## config.mk

```make
export PLATFORM = sky130hd
export DESIGN_NAME = dict_ctrl_flat
export DESIGN_NICKNAME = d
export VERILOG_FILES = /design/src/rtl/lzw_pkg.sv /design/src/rtl/dict_ctrl_if.sv /design/src/rtl/dict_hash.sv /design/src/rtl/dict_ctrl.sv /design/src/flat_wrapper.sv
export SDC_FILE = /design/constraint.sdc
export NUM_CORES = 1
export LEC_CHECK = 0
export CORE_ASPECT_RATIO = 0.7
export CORE_MARGIN = 2
export CORE_UTILIZATION = 45
export CTS_CLUSTER_DIAMETER = 50
export CTS_CLUSTER_SIZE = 10
export DETAILED_ROUTE_END_ITERATION = 16
export GPL_TIMING_DRIVEN = 0
export HOLD_SLACK_MARGIN = 0.05
export PLACE_DENSITY_LB_ADDON = 0.25
export SETUP_SLACK_MARGIN = 0.5
export SLEW_MARGIN = 20
export SYNTH_ARGS = -nofsm -noshare
export SYNTH_HDL_FRONTEND = slang
export SYNTH_SLANG_ARGS = --single-unit
```

## constraint.sdc

```tcl
create_clock -name clk -period 3.8 [get_ports clk]
set_input_delay 0.76 -clock clk [delete_from_list [all_inputs] [get_ports clk]]
set_output_delay 0.76 -clock clk [all_outputs]
set_load 0.01 [all_outputs]
```

## src/rtl/lzw_pkg.sv

```systemverilog
// Shared constants and the controller state type for the LZW dictionary.
package lzw_pkg;

  localparam int CODE_W = 13;
  localparam int CHAR_W = 8;
  localparam int SLOT_W = 12;
  localparam int CNT_W  = 12;

  localparam logic [CODE_W-1:0] EMPTY_MARK = 13'h1FFF;
  localparam logic [SLOT_W-1:0] HASH_MIN   = 12'd256;
  localparam logic [SLOT_W-1:0] SLOT_MAX   = 12'd4095;
  // Number of hashed slots; also the most probes one lookup can make.
  localparam logic [SLOT_W-1:0] PROBE_MAX  = 12'd3840;

  typedef enum logic [2:0] {
    CLEAR,
    IDLE,
    READ,
    CMP,
    WRITE,
    RESP
  } state_t;

endpackage

```

## src/rtl/dict_ctrl_if.sv

```systemverilog
// Lookup request / result handshake between a client and the dictionary.
interface dict_ctrl_if;
  import lzw_pkg::*;

  logic              lkp_valid;
  logic              lkp_ready;
  logic [CODE_W-1:0] lkp_prefix;
  logic [CHAR_W-1:0] lkp_char;
  logic              lkp_ins;
  logic              res_valid;
  logic              res_hit;
  logic [CODE_W-1:0] res_code;

  modport master (
    output lkp_valid, lkp_prefix, lkp_char, lkp_ins,
    input  lkp_ready, res_valid, res_hit, res_code
  );

  modport slave (
    input  lkp_valid, lkp_prefix, lkp_char, lkp_ins,
    output lkp_ready, res_valid, res_hit, res_code
  );

endinterface

```

## src/rtl/dict_hash.sv

```systemverilog
// Probe-slot arithmetic: initial hash of a (prefix, char) pair and the
// linear-probe successor, which skips the literal codes 0..255.
module dict_hash
  import lzw_pkg::*;
(
  input  logic [SLOT_W-1:0] prefix_lo,
  input  logic [CHAR_W-1:0] char_in,
  input  logic [SLOT_W-1:0] slot,
  output logic [SLOT_W-1:0] init_slot,
  output logic [SLOT_W-1:0] next_slot
);

  logic [SLOT_W-1:0] raw;

  // Fold the char into the prefix; lift hashes that land on literals.
  always_comb begin
    raw       = {char_in, 4'h0} ^ prefix_lo;
    init_slot = (raw < HASH_MIN) ? (raw | HASH_MIN) : raw;
    next_slot = (slot == SLOT_MAX) ? HASH_MIN : slot + 12'd1;
  end

endmodule

```

## src/rtl/dict_ctrl.sv

```systemverilog
// LZW dictionary controller: clears the hashed table, then serves lookups
// with linear probing and optional insertion of missing pairs.
module dict_ctrl #(
  parameter int unsigned                  MAX_ENTRIES = 3584,
  parameter logic [lzw_pkg::CODE_W-1:0]   EMPTY_MARK  = lzw_pkg::EMPTY_MARK
) (
  input  logic                          clk,
  input  logic                          rst,
  input  logic                          clr_req,
  dict_ctrl_if.slave                    lkp,
  output logic                          dict_full,
  output logic                          clr_busy,
  output logic [lzw_pkg::CNT_W-1:0]     entry_cnt,
  output logic [lzw_pkg::CODE_W-1:0]    addr,
  output logic                          wea_pcram,
  output logic                          wea_acram,
  output logic [lzw_pkg::CODE_W-1:0]    string_data,
  output logic [lzw_pkg::CHAR_W-1:0]    char_data,
  input  logic [lzw_pkg::CODE_W-1:0]    prefix_data,
  input  logic [lzw_pkg::CHAR_W-1:0]    append_data
);
  import lzw_pkg::*;

  localparam logic [CNT_W-1:0] MAX_CNT = CNT_W'(MAX_ENTRIES);

  state_t            state, state_next;
  logic [SLOT_W-1:0] slot, slot_d;
  logic [SLOT_W-1:0] probe, probe_d;
  logic [CNT_W-1:0]  cnt_d;
  logic              res_hit_q, res_hit_d;
  logic [CODE_W-1:0] res_code_q, res_code_d;
  logic              load_lkp;
  logic [CODE_W-1:0] lat_prefix;
  logic [CHAR_W-1:0] lat_char;
  logic              lat_ins;
  logic [SLOT_W-1:0] init_slot, next_slot;

  dict_hash u_hash (
    .prefix_lo (lkp.lkp_prefix[SLOT_W-1:0]),
    .char_in   (lkp.lkp_char),
    .slot      (slot),
    .init_slot (init_slot),
    .next_slot (next_slot)
  );

  assign dict_full    = (entry_cnt == MAX_CNT);
  assign lkp.res_hit  = res_hit_q;
  assign lkp.res_code = res_code_q;

  // State register; reset always restarts the clear sweep.
  always_ff @(posedge clk or posedge rst) begin
    if (rst) state <= CLEAR;
    else     state <= state_next;
  end

  // Next state, datapath next values and RAM/handshake outputs.
  always_comb begin
    state_next      = state;
    slot_d          = slot;
    probe_d         = probe;
    cnt_d           = entry_cnt;
    res_hit_d       = res_hit_q;
    res_code_d      = res_code_q;
    load_lkp        = 1'b0;
    lkp.lkp_ready   = 1'b0;
    lkp.res_valid   = 1'b0;
    clr_busy        = 1'b0;
    wea_pcram       = 1'b0;
    wea_acram       = 1'b0;
    string_data     = '0;
    char_data       = '0;
    addr            = {1'b0, slot};
    case (state)
      CLEAR: begin
        // Outputs stay quiet while reset is held, even though the sweep is armed.
        clr_busy    = 1'b1;
        wea_pcram   = ~rst;
        string_data = rst ? '0 : EMPTY_MARK;
        cnt_d       = '0;
        slot_d      = next_slot;
        if (slot == SLOT_MAX) state_next = IDLE;
      end
      IDLE: begin
        lkp.lkp_ready = ~clr_req;
        if (clr_req) begin
          state_next = CLEAR;
          slot_d     = HASH_MIN;
        end else if (lkp.lkp_valid) begin
          state_next = READ;
          load_lkp   = 1'b1;
          slot_d     = init_slot;
          probe_d    = 12'd1;
        end
      end
      READ: begin
        state_next = CMP;
      end
      CMP: begin
        if (prefix_data == EMPTY_MARK) begin
          if (lat_ins && !dict_full) begin
            state_next = WRITE;
          end else begin
            res_hit_d  = 1'b0;
            res_code_d = EMPTY_MARK;
            state_next = RESP;
          end
        end else if (prefix_data == lat_prefix && append_data == lat_char) begin
          res_hit_d  = 1'b1;
          res_code_d = {1'b0, slot};
          state_next = RESP;
        end else if (probe == PROBE_MAX) begin
          res_hit_d  = 1'b0;
          res_code_d = EMPTY_MARK;
          state_next = RESP;
        end else begin
          slot_d     = next_slot;
          probe_d    = probe + 12'd1;
          state_next = READ;
        end
      end
      WRITE: begin
        wea_pcram   = 1'b1;
        wea_acram   = 1'b1;
        string_data = lat_prefix;
        char_data   = lat_char;
        cnt_d       = entry_cnt + 12'd1;
        res_hit_d   = 1'b0;
        res_code_d  = {1'b0, slot};
        state_next  = RESP;
      end
      RESP: begin
        lkp.res_valid = 1'b1;
        state_next    = IDLE;
      end
      default: begin
        state_next = CLEAR;
      end
    endcase
  end

  // Datapath registers: probe slot, probe count, entry count, result, request.
  always_ff @(posedge clk or posedge rst) begin
    if (rst) begin
      slot       <= HASH_MIN;
      probe      <= '0;
      entry_cnt  <= '0;
      res_hit_q  <= 1'b0;
      res_code_q <= '0;
      lat_prefix <= '0;
      lat_char   <= '0;
      lat_ins    <= 1'b0;
    end else begin
      slot       <= slot_d;
      probe      <= probe_d;
      entry_cnt  <= cnt_d;
      res_hit_q  <= res_hit_d;
      res_code_q <= res_code_d;
      if (load_lkp) begin
        lat_prefix <= lkp.lkp_prefix;
        lat_char   <= lkp.lkp_char;
        lat_ins    <= lkp.lkp_ins;
      end
    end
  end

endmodule

```

## src/flat_wrapper.sv

```systemverilog
// flat-port wrapper written by rule: the top's interface ports become plain ports
module dict_ctrl_flat import lzw_pkg::*;
#(
  parameter int unsigned                  MAX_ENTRIES = 3584,
  parameter logic [lzw_pkg::CODE_W-1:0]   EMPTY_MARK  = lzw_pkg::EMPTY_MARK
)
  (clk, rst, clr_req, dict_full, clr_busy, entry_cnt, addr, wea_pcram, wea_acram, string_data, char_data, prefix_data, append_data, lkp_lkp_valid, lkp_lkp_prefix, lkp_lkp_char, lkp_lkp_ins, lkp_lkp_ready, lkp_res_valid, lkp_res_hit, lkp_res_code);
  dict_ctrl_if lkp_i ();
  input  logic clk;
  input  logic rst;
  input  logic clr_req;
  output logic dict_full;
  output logic clr_busy;
  output logic [lzw_pkg::CNT_W-1:0] entry_cnt;
  output logic [lzw_pkg::CODE_W-1:0] addr;
  output logic wea_pcram;
  output logic wea_acram;
  output logic [lzw_pkg::CODE_W-1:0] string_data;
  output logic [lzw_pkg::CHAR_W-1:0] char_data;
  input  logic [lzw_pkg::CODE_W-1:0] prefix_data;
  input  logic [lzw_pkg::CHAR_W-1:0] append_data;
  input wire logic [$bits(lkp_i.lkp_valid)-1:0] lkp_lkp_valid;
  input wire logic [$bits(lkp_i.lkp_prefix)-1:0] lkp_lkp_prefix;
  input wire logic [$bits(lkp_i.lkp_char)-1:0] lkp_lkp_char;
  input wire logic [$bits(lkp_i.lkp_ins)-1:0] lkp_lkp_ins;
  output wire logic [$bits(lkp_i.lkp_ready)-1:0] lkp_lkp_ready;
  output wire logic [$bits(lkp_i.res_valid)-1:0] lkp_res_valid;
  output wire logic [$bits(lkp_i.res_hit)-1:0] lkp_res_hit;
  output wire logic [$bits(lkp_i.res_code)-1:0] lkp_res_code;
  assign lkp_i.lkp_valid = lkp_lkp_valid;
  assign lkp_i.lkp_prefix = lkp_lkp_prefix;
  assign lkp_i.lkp_char = lkp_lkp_char;
  assign lkp_i.lkp_ins = lkp_lkp_ins;
  assign lkp_lkp_ready = lkp_i.lkp_ready;
  assign lkp_res_valid = lkp_i.res_valid;
  assign lkp_res_hit = lkp_i.res_hit;
  assign lkp_res_code = lkp_i.res_code;
  dict_ctrl #(.MAX_ENTRIES(MAX_ENTRIES), .EMPTY_MARK(EMPTY_MARK)) u_core (.clk(clk), .rst(rst), .clr_req(clr_req), .lkp(lkp_i), .dict_full(dict_full), .clr_busy(clr_busy), .entry_cnt(entry_cnt), .addr(addr), .wea_pcram(wea_pcram), .wea_acram(wea_acram), .string_data(string_data), .char_data(char_data), .prefix_data(prefix_data), .append_data(append_data));
endmodule
```

== Word level (Yosys, flattened, before mapping) ==
Index checks and enable logic that the tools add are counted.

* Bits in registers: 75
* Bits of input ports: 47
* Word-level logic and storage cells: 92

* Add/subtract/negate cells: 3
* Order comparisons: 1
* Equal/unequal tests: 20
* Multiplexer cells: 44
* Bitwise operators: 3
* Reduce and logical (&&, ||, !) cells: 12

{| class="wikitable"
|+ Operator list
! kind !! count
|-
| $mux W12 || 11
|-
| $mux W13 || 5
|-
| $pmux W13 S2 || 2
|-
| $pmux W12 S2 || 2
|-
| $add A12 B1 Y12 const B || 3
|-
| $eq A12 B12 Y1 const B || 3
|-
| $pmux W12 S3 || 1
|-
| $mux W3 || 6
|-
| $pmux W3 S6 || 1
|-
| $eq A13 B13 Y1 || 1
|-
| $eq A13 B13 Y1 const B || 1
|-
| $lt A12 B9 Y1 const B || 1
|-
| $mux W1 || 12
|-
| $xor A12 B12 Y12 || 1
|-
| $ne A2 B2 Y1 const B || 5
|-
| $mux W9 || 1
|-
| $eq A8 B8 Y1 || 1
|-
| $mux W8 || 1
|-
| $eq A3 B2 Y1 const B || 2
|-
| $eq A3 B3 Y1 const B || 2
|-
| $ne A3 B3 Y1 const B || 2
|-
| $reduce_and A6 Y1 || 1
|-
| $reduce_bool A2 Y1 || 3
|-
| $reduce_and A5 Y1 || 1
|-
| other kinds (11) || 14
|}

== Logic depth before layout (Yosys ltp) ==
Gate-level depths: netlist of run 1.

* Depth in word-level cells: 6
* Depth in mapped cells: 10
* Depth with buffers taken out: 8

== Hierarchy ==
A second synthesis of run 1 with hierarchy kept.

* Cell total of the unflattened synthesis: 518
* Area, all modules: 4499.3 sq um

{| class="wikitable"
|+ Modules (own cells, without submodules)
! module !! instances !! cells each !! area each (sq um) !! seq. area each (sq um)
|-
| dict_ctrl || 1 || 461 || 4132.7 || 1878.1
|-
| dict_hash || 1 || 57 || 366.6 || 0.0
|}

== Worst setup path after synthesis of run 1 ==
No wires, ideal clock.

* Path kind: in2out
* Start point: input rst
* End point: output string_data[10] in the netlist's numbering
* Arrival: 3384 ps
* Data required time: 3040 ps
* Setup slack: -344 ps
* Stages: 4
* Cell sequence: inv_1 -> o21ai_0 -> clkbuf_1 -> a21oi_1

* Cells in the longest elaborated chain, start to end: 2

{| class="wikitable"
|+ Ends and longest elaborated chain
! item !! line !! source
|-
| from (decl) || flat_wrapper.sv:10 || <nowiki>input logic rst;</nowiki>
|-
| $mux W13 || dict_ctrl.sv:78 || <nowiki>string_data = rst ? '0 : EMPTY_MARK;</nowiki>
|-
| $pmux W13 S2 || dict_ctrl.sv:73 || <nowiki>case (state)</nowiki>
|-
| to (decl) || flat_wrapper.sv:18 || <nowiki>output logic [lzw_pkg::CODE_W-1:0] string_data;</nowiki>
|}

Every way passes these cells.

== Worst setup path after layout of run 1 ==
* Start point: input rst
* End point: output string_data[5] in the netlist's numbering

Same word-level chain as after synthesis.

==> metrics, run 1 <==
status=finished, final reports clean; Clk Tree Root Cell=clkbuf_16; Mapped Avg Cell Area=9.60 um^2; Post-Place Cells=696; initial core utilization=45.6%; Clock Path Buffers=2; synthesized area=0.00437 mm^2; peak supply drop=0.000234 V; area used by multi-input combinational logic=0.00224 mm^2; Post-synth top cells=dfrtp_1 (74), nand2_1 (37), inv_1 (36); non-filler cells, final=716; fraction of layout cells with a size suffix above 1=12.8%; nets=635; HP Class=reg2reg; Routed Antenna Nets=0; CP max FO=16; Tcrit/Tclk final=87.0%; num rows=30; RSZ-0062 raised after global routing=true; number of global-route vias before repair=4121; Max Clock Skew=0.00599 ns; vias=4146; CTS tree=yes; Die X=122 um; Design Power=1970 uW; maximum clock rate=302 MHz; largest net degree at the start of global routing=32; cell with the most instances after synthesis=dfrtp_1; setup violators final=0; Tightest Pin Transition=0.542 ns; area taken by flip-flops and latches=0.00188 mm^2; TritonCTS Sinks=75; max_slew headroom=63.8%; CORE AREA=0.00957 mm^2; Pre-antenna DRT Iters=5; Synth top area share=42.4%; Synth area leaders=dfrtp_1 (42%), mux2_2 (5.9%), xor2_1 (4.6%), nand2_1 (3.2%), inv_1 (3.1%); routed length per placed instance=18.5 um; Yosys top cell by area=dfrtp_1; startpoint types=primary input; hold path cells=1; CTS buffer count=9; Setup CP Type=in2out; Slew Limit Fails=0; final WL=13.3 mm; # diodes=0; die outline area=0.0105 mm^2; sequential share of the synthesized area=43.0%; ys flop type=dfrtp_1; R2R cell count=8; DR iter-0 viols=452; Critical Path AT=2.55 ns; drt drc=0; Top Ports=113; I/O Buffers=111; Min Hold Slack=0.489 ns; die height=86.4 um; Mapped Cells=455; Post-synth EDFFs=0; Post-synth ARST share=100%; placer congestion estimate=0.874; Yosys cell types=58; Area Overhead vs Synth=40.7%; Worst-path clk slew=0.06 ns; Fillers=819; Yosys warning total=0; crit path time final=3.31 ns; element type at the critical path end=output port; H-tree levels=3; Tot GR Track Use=26.5%; Leakage=0.00270 uW; Synthesized Nets=507; fin util=64.2%; max-cap violations=0; initial antenna violation count=0; GR Overflow Total=0; Via-to-Cell Ratio=5.79; Hold Vio Cnt, Final=0; Worst EP required=3.04 ns; #FFs+latches synth=75; HPWL Detailed=9.90 mm; Power Dens Cells=320 mW/mm^2; Clk Latency, worst-skew pair=0.34 ns; first-pass GRT wire length=21.3 mm
[cell usage in the layout, fill, tap and decap left out, types with 6 or more instances in the layout]
master / netlist / final
xnor2_1: 8 / 8
inv_1: 36 / 35
dlymetal6s2s_1: 0 / 7
xor2_1: 23 / 23
clkdlybuf4s50_1: 0 / 100
o31ai_1: 7 / 7
a21oi_1: 25 / 25
clkbuf_16: 0 / 10
nor2_1: 24 / 23
nand4_1: 7 / 7
nor4_1: 6 / 6
dfrtp_1: 74 / 74
nand3_1: 17 / 17
o32a_1: 12 / 12
a22o_1: 7 / 7
nor3_1: 7 / 6
nand2_1: 37 / 37
mux2_2: 23 / 23
clkbuf_1: 13 / 9
a211oi_1: 7 / 7
o21ai_0: 15 / 14
and3_1: 12 / 12
[final cells by class]
| class | instances | share of cell area (%) |
|---|---|---|
| Multi-Input combinational cell | 319 | 36.4 |
| Inverter | 36 | 2.26 |
| Tap cell | 128 | 2.61 |
| Buffer | 25 | 2.52 |
| Clock inverter | 4 | 1.55 |
| Timing Repair Buffer | 117 | 19.7 |
| Sequential cell | 75 | 30.6 |
| Clock buffer | 12 | 4.34 |
[critical path, stage by stage]
cell and delay (ns):
clkdlybuf4s50_1 0.50, clkinvlp_4 0.13, buf_12 0.17, o21ai_4 0.20, clkbuf_8 0.20, a21oi_1 0.07
clkdlybuf4s50_1 0.51
[registers in the layout (all words and copies together), names as in the netlist]
register             count
u_core.lkp.res_hit       1
u_core.lat_prefix       13
u_core.lkp.res_code     13
u_core.state             3
u_core.lat_ins           1
u_core.probe            12
u_core.lat_char          8
u_core.entry_cnt        12
u_core.slot             12
[kinds of logic (layout without fill, tap and decap cells)]
logic type | after synthesis | count (layout) | synth area share [%]
and+or+nand+nor | 141 | 141 | 17.1
adders and majority gates | 5 | 5 | 1.43
other | 1 | 1 | 0.0859
AOI/OAI and AO/OA | 111 | 111 | 18.3
DFF | 75 | 75 | 43.0
buffers and inverters | 61 | 194 | 6.27
xor gates and xnor gates | 31 | 31 | 6.22
muxes | 30 | 30 | 7.59
[power breakdown]
part           internal, uW  switching [uW]  leakage [uW]
Combinational          75.4            63.3       0.00165
Clock                   694             338      0.000179
Sequential              799          0.0276      0.000875
[path summary, 6_finish.rpt]
check,from,endpoint,slack (ns)
min,u_core.lkp.res_code[12]$_DFFE_PP0P_,u_core.lkp.res_code[12]$_DFFE_PP0P_,0.49
min in group asynchronous,rst,u_core.probe[8]$_DFFE_PP0P_,0.81
min reg2reg,u_core.lkp.res_code[12]$_DFFE_PP0P_,u_core.lkp.res_code[12]$_DFFE_PP0P_,0.49
max reg2reg,u_core.slot[0]$_DFFE_PP0P_,u_core.slot[5]$_DFFE_PP0P_,1.26
max in group asynchronous,rst,u_core.slot[8]$_DFFE_PP1P_,2.42
max,rst,string_data[5],0.49
[per-stage QoR]
step	TNS (ns)	setup slack (ns)	instance area, um^2
2_1_floorplan	0	0.474	4390
3_3_place_gp	-16.62	-1.26	5660
3_5_place_dp	-0.751	-0.0965	5700
4_1_cts	0	0.463	6080
5_1_grt	0	0.439	6140
6_report	0	0.492	6140
[what timing repair did]
item                       4_1_cts  5_1_grt
gates cloned                     0        1
hold buffers                     0        0
gates resized for setup          7       12
setup endpoints to repair       15       12
buffers inserted                 2        1
pin swaps                        1        0
[per-layer routing]
layer | vias to the layer above | wire length (um) | track usage, %
li1 | 1904 | - | -
met1 | 2043 | 5950 | 37.4
met2 | 181 | 6100 | 40.4
met3 | 18 | 1010 | 7.30
met4 | 0 | 193 | 6.79
met5 | - | 0 | 0
Power figures use the tool's default switching activity.
==> inputs of run 2 (changes only) <==
Settings changed: CORE_MARGIN 2 to 3, RECOVER_POWER set to 25.
==> metrics, run 2 (synthesis results as in run 1) <==
status=finished, violations left; violated checks=capacitance limit, slew limit; DR iter-0 viols=334; crit path time final=3.34 ns; die outline area=0.0109 mm^2; commonest cells after routing, fill and taps aside=clkdlybuf4s50_1 (98), dfrtp_1 (74), nand2_1 (37), inv_1 (35), a21oi_1 (25); HP Class=reg2reg; Min Hold Slack=0.492 ns; Max Clock Skew=0.00722 ns; CORE AREA=0.00925 mm^2; # diodes=0; area taken by flip-flops and latches=0.00188 mm^2; H-tree levels=3; CTS tree=yes; die height=88.4 um; Clock Path Buffers=2; placer congestion estimate=0.875; GR Overflow Total=0; setup_tns=0 ns; routed length per placed instance=18.7 um; setup violators final=0; Tot GR Track Use=25.0%; maximum clock rate=299 MHz; RSZ-0062 raised after global routing=true; num rows=29; final WL=13.3 mm; Worst-path clk slew=0.06 ns; crit path cell chain=dlygate4sd3_1, clkinvlp_2, buf_12, o21ai_4, buf_4, a21oi_1, clkdlybuf4s50_1; Tcrit/Tclk final=88.0%; Worst R2R Start=u_core.slot[1]$_DFFE_PP0P_; Area Overhead vs Synth=38.6%; Power Dens Cells=310 mW/mm^2; initial core utilization=47.2%; largest net degree at the start of global routing=33; Clk Tree Root Cell=clkbuf_16; number of global-route vias before repair=3967; Crit Reg-Reg Endpoint=u_core.slot[5]$_DFFE_PP0P_; TritonCTS Sinks=75; Pre-antenna DRT Iters=5; peak supply drop=0.000218 V; R2R cell count=8; initial antenna violation count=0; vias=4125; Worst path slowest cell=dlygate4sd3_1; Setup CP Type=in2out; Leakage=0.00264 uW; Worst R2R Setup Slack=1.20 ns; Worst EP required=3.04 ns; drt drc=0; Clk Latency, worst-skew pair=0.34 ns; CP peak stage delay=0.54 ns; most common cell after layout, fill and taps aside=clkdlybuf4s50_1; max_slew headroom=-17.9%; Routed Antenna Nets=0; startpoint types=primary input; fraction of layout cells with a size suffix above 1=12.2%; area used by multi-input combinational logic=0.00224 mm^2; nets=636; non-filler cells, final=713; Via-to-Cell Ratio=5.79; Top Ports=113; max-cap violations=1; first-pass GRT wire length=21.0 mm; Critical Path Sink=string_data[12]; CTS buffer count=9; CP max FO=16; Post-Place Cells=692; Slew Limit Fails=33; crit path launch=rst; element type at the critical path end=output port; Die X=124 um; fin util=65.4%; Hold Vio Cnt, Final=0; Fillers=766; I/O Buffers=111; HPWL Detailed=9.95 mm; Tightest Pin Transition=1.77 ns; cts-stage hold buffer count=0; Critical Path AT=2.58 ns
run 2: cell types whose count changed in the layout (fill, tap and decap cells not counted), moves of 2 or more:
cell	delta
clkbuf_1	+4
dlygate4sd2_1	+4
clkbuf_8	-3
dlymetal6s2s_1	-3
clkdlybuf4s50_1	-2
run 2: power by group:
group	switching, uW	internal, uW	leakage (uW)	total (uW)
registers	0.0285	799	0.000875	799
logic	61.2	69.8	0.00161	131
clock network	353	593	0.000155	946
run 2: worst min path at each step:
| stage | from | to | depth (start not counted) |
|---|---|---|---|
| after detailed placement | u_core.lkp.res_code[12]$_DFFE_PP0P_ | u_core.lkp.res_code[12]$_DFFE_PP0P_ | 1 |
| final | u_core.lkp.res_code[12]$_DFFE_PP0P_ | u_core.lkp.res_code[12]$_DFFE_PP0P_ | 1 |
| after floorplan | u_core.probe[11]$_DFFE_PP0P_ | u_core.probe[11]$_DFFE_PP0P_ | 1 |
| after global routing | u_core.lkp.res_code[12]$_DFFE_PP0P_ | u_core.lkp.res_code[12]$_DFFE_PP0P_ | 1 |
| after global placement | u_core.lkp.res_code[12]$_DFFE_PP0P_ | u_core.lkp.res_code[12]$_DFFE_PP0P_ | 1 |
| after CTS | u_core.lkp.res_code[12]$_DFFE_PP0P_ | u_core.lkp.res_code[12]$_DFFE_PP0P_ | 1 |
run 2: worst max-delay path: cells and delay by family:
| kind | cells | cell delay [ns] |
|---|---|---|
| AOI/OAI and AO/OA | 2 | 0.26 |
| buffers and inverters | 5 | 1.56 |
run 2: layout make-up:
class | instances | area share (%)
repair buffers | 118 | 19.2
multi-input cells | 319 | 37.0
inverters | 36 | 2.25
plain buffers | 25 | 2.58
clock inverters | 6 | 1.47
clock buffers | 10 | 3.95
well taps | 124 | 2.56
flip-flops and latches | 75 | 31.0
run 2: metrics by stage:
step	worst slack (ns)	cell area, um^2	total power, uW
after CTS	0.466	6040	1890
after global placement	-1.22	5660	941
after detailed placement	0.121	5700	947
final	0.456	6050	1880
after global routing	0.363	6050	1920
after floorplan	0.474	4390	855
run 2: what timing repair did:
action                     CTS  global route
setup endpoints to repair   15             8
resized for setup           11            10
hold endpoints to repair     0             0
setup buffers                3             1
cloned                       0             1
pin swaps                    1             0
run 2: routing by layer:
metal,track usage [%],up-vias,wire length (um)
li1,-,1897,-
met1,35.2,2022,6030
met2,39.2,182,6140
met3,5.94,24,946
met4,6.03,0,186
met5,0,-,0
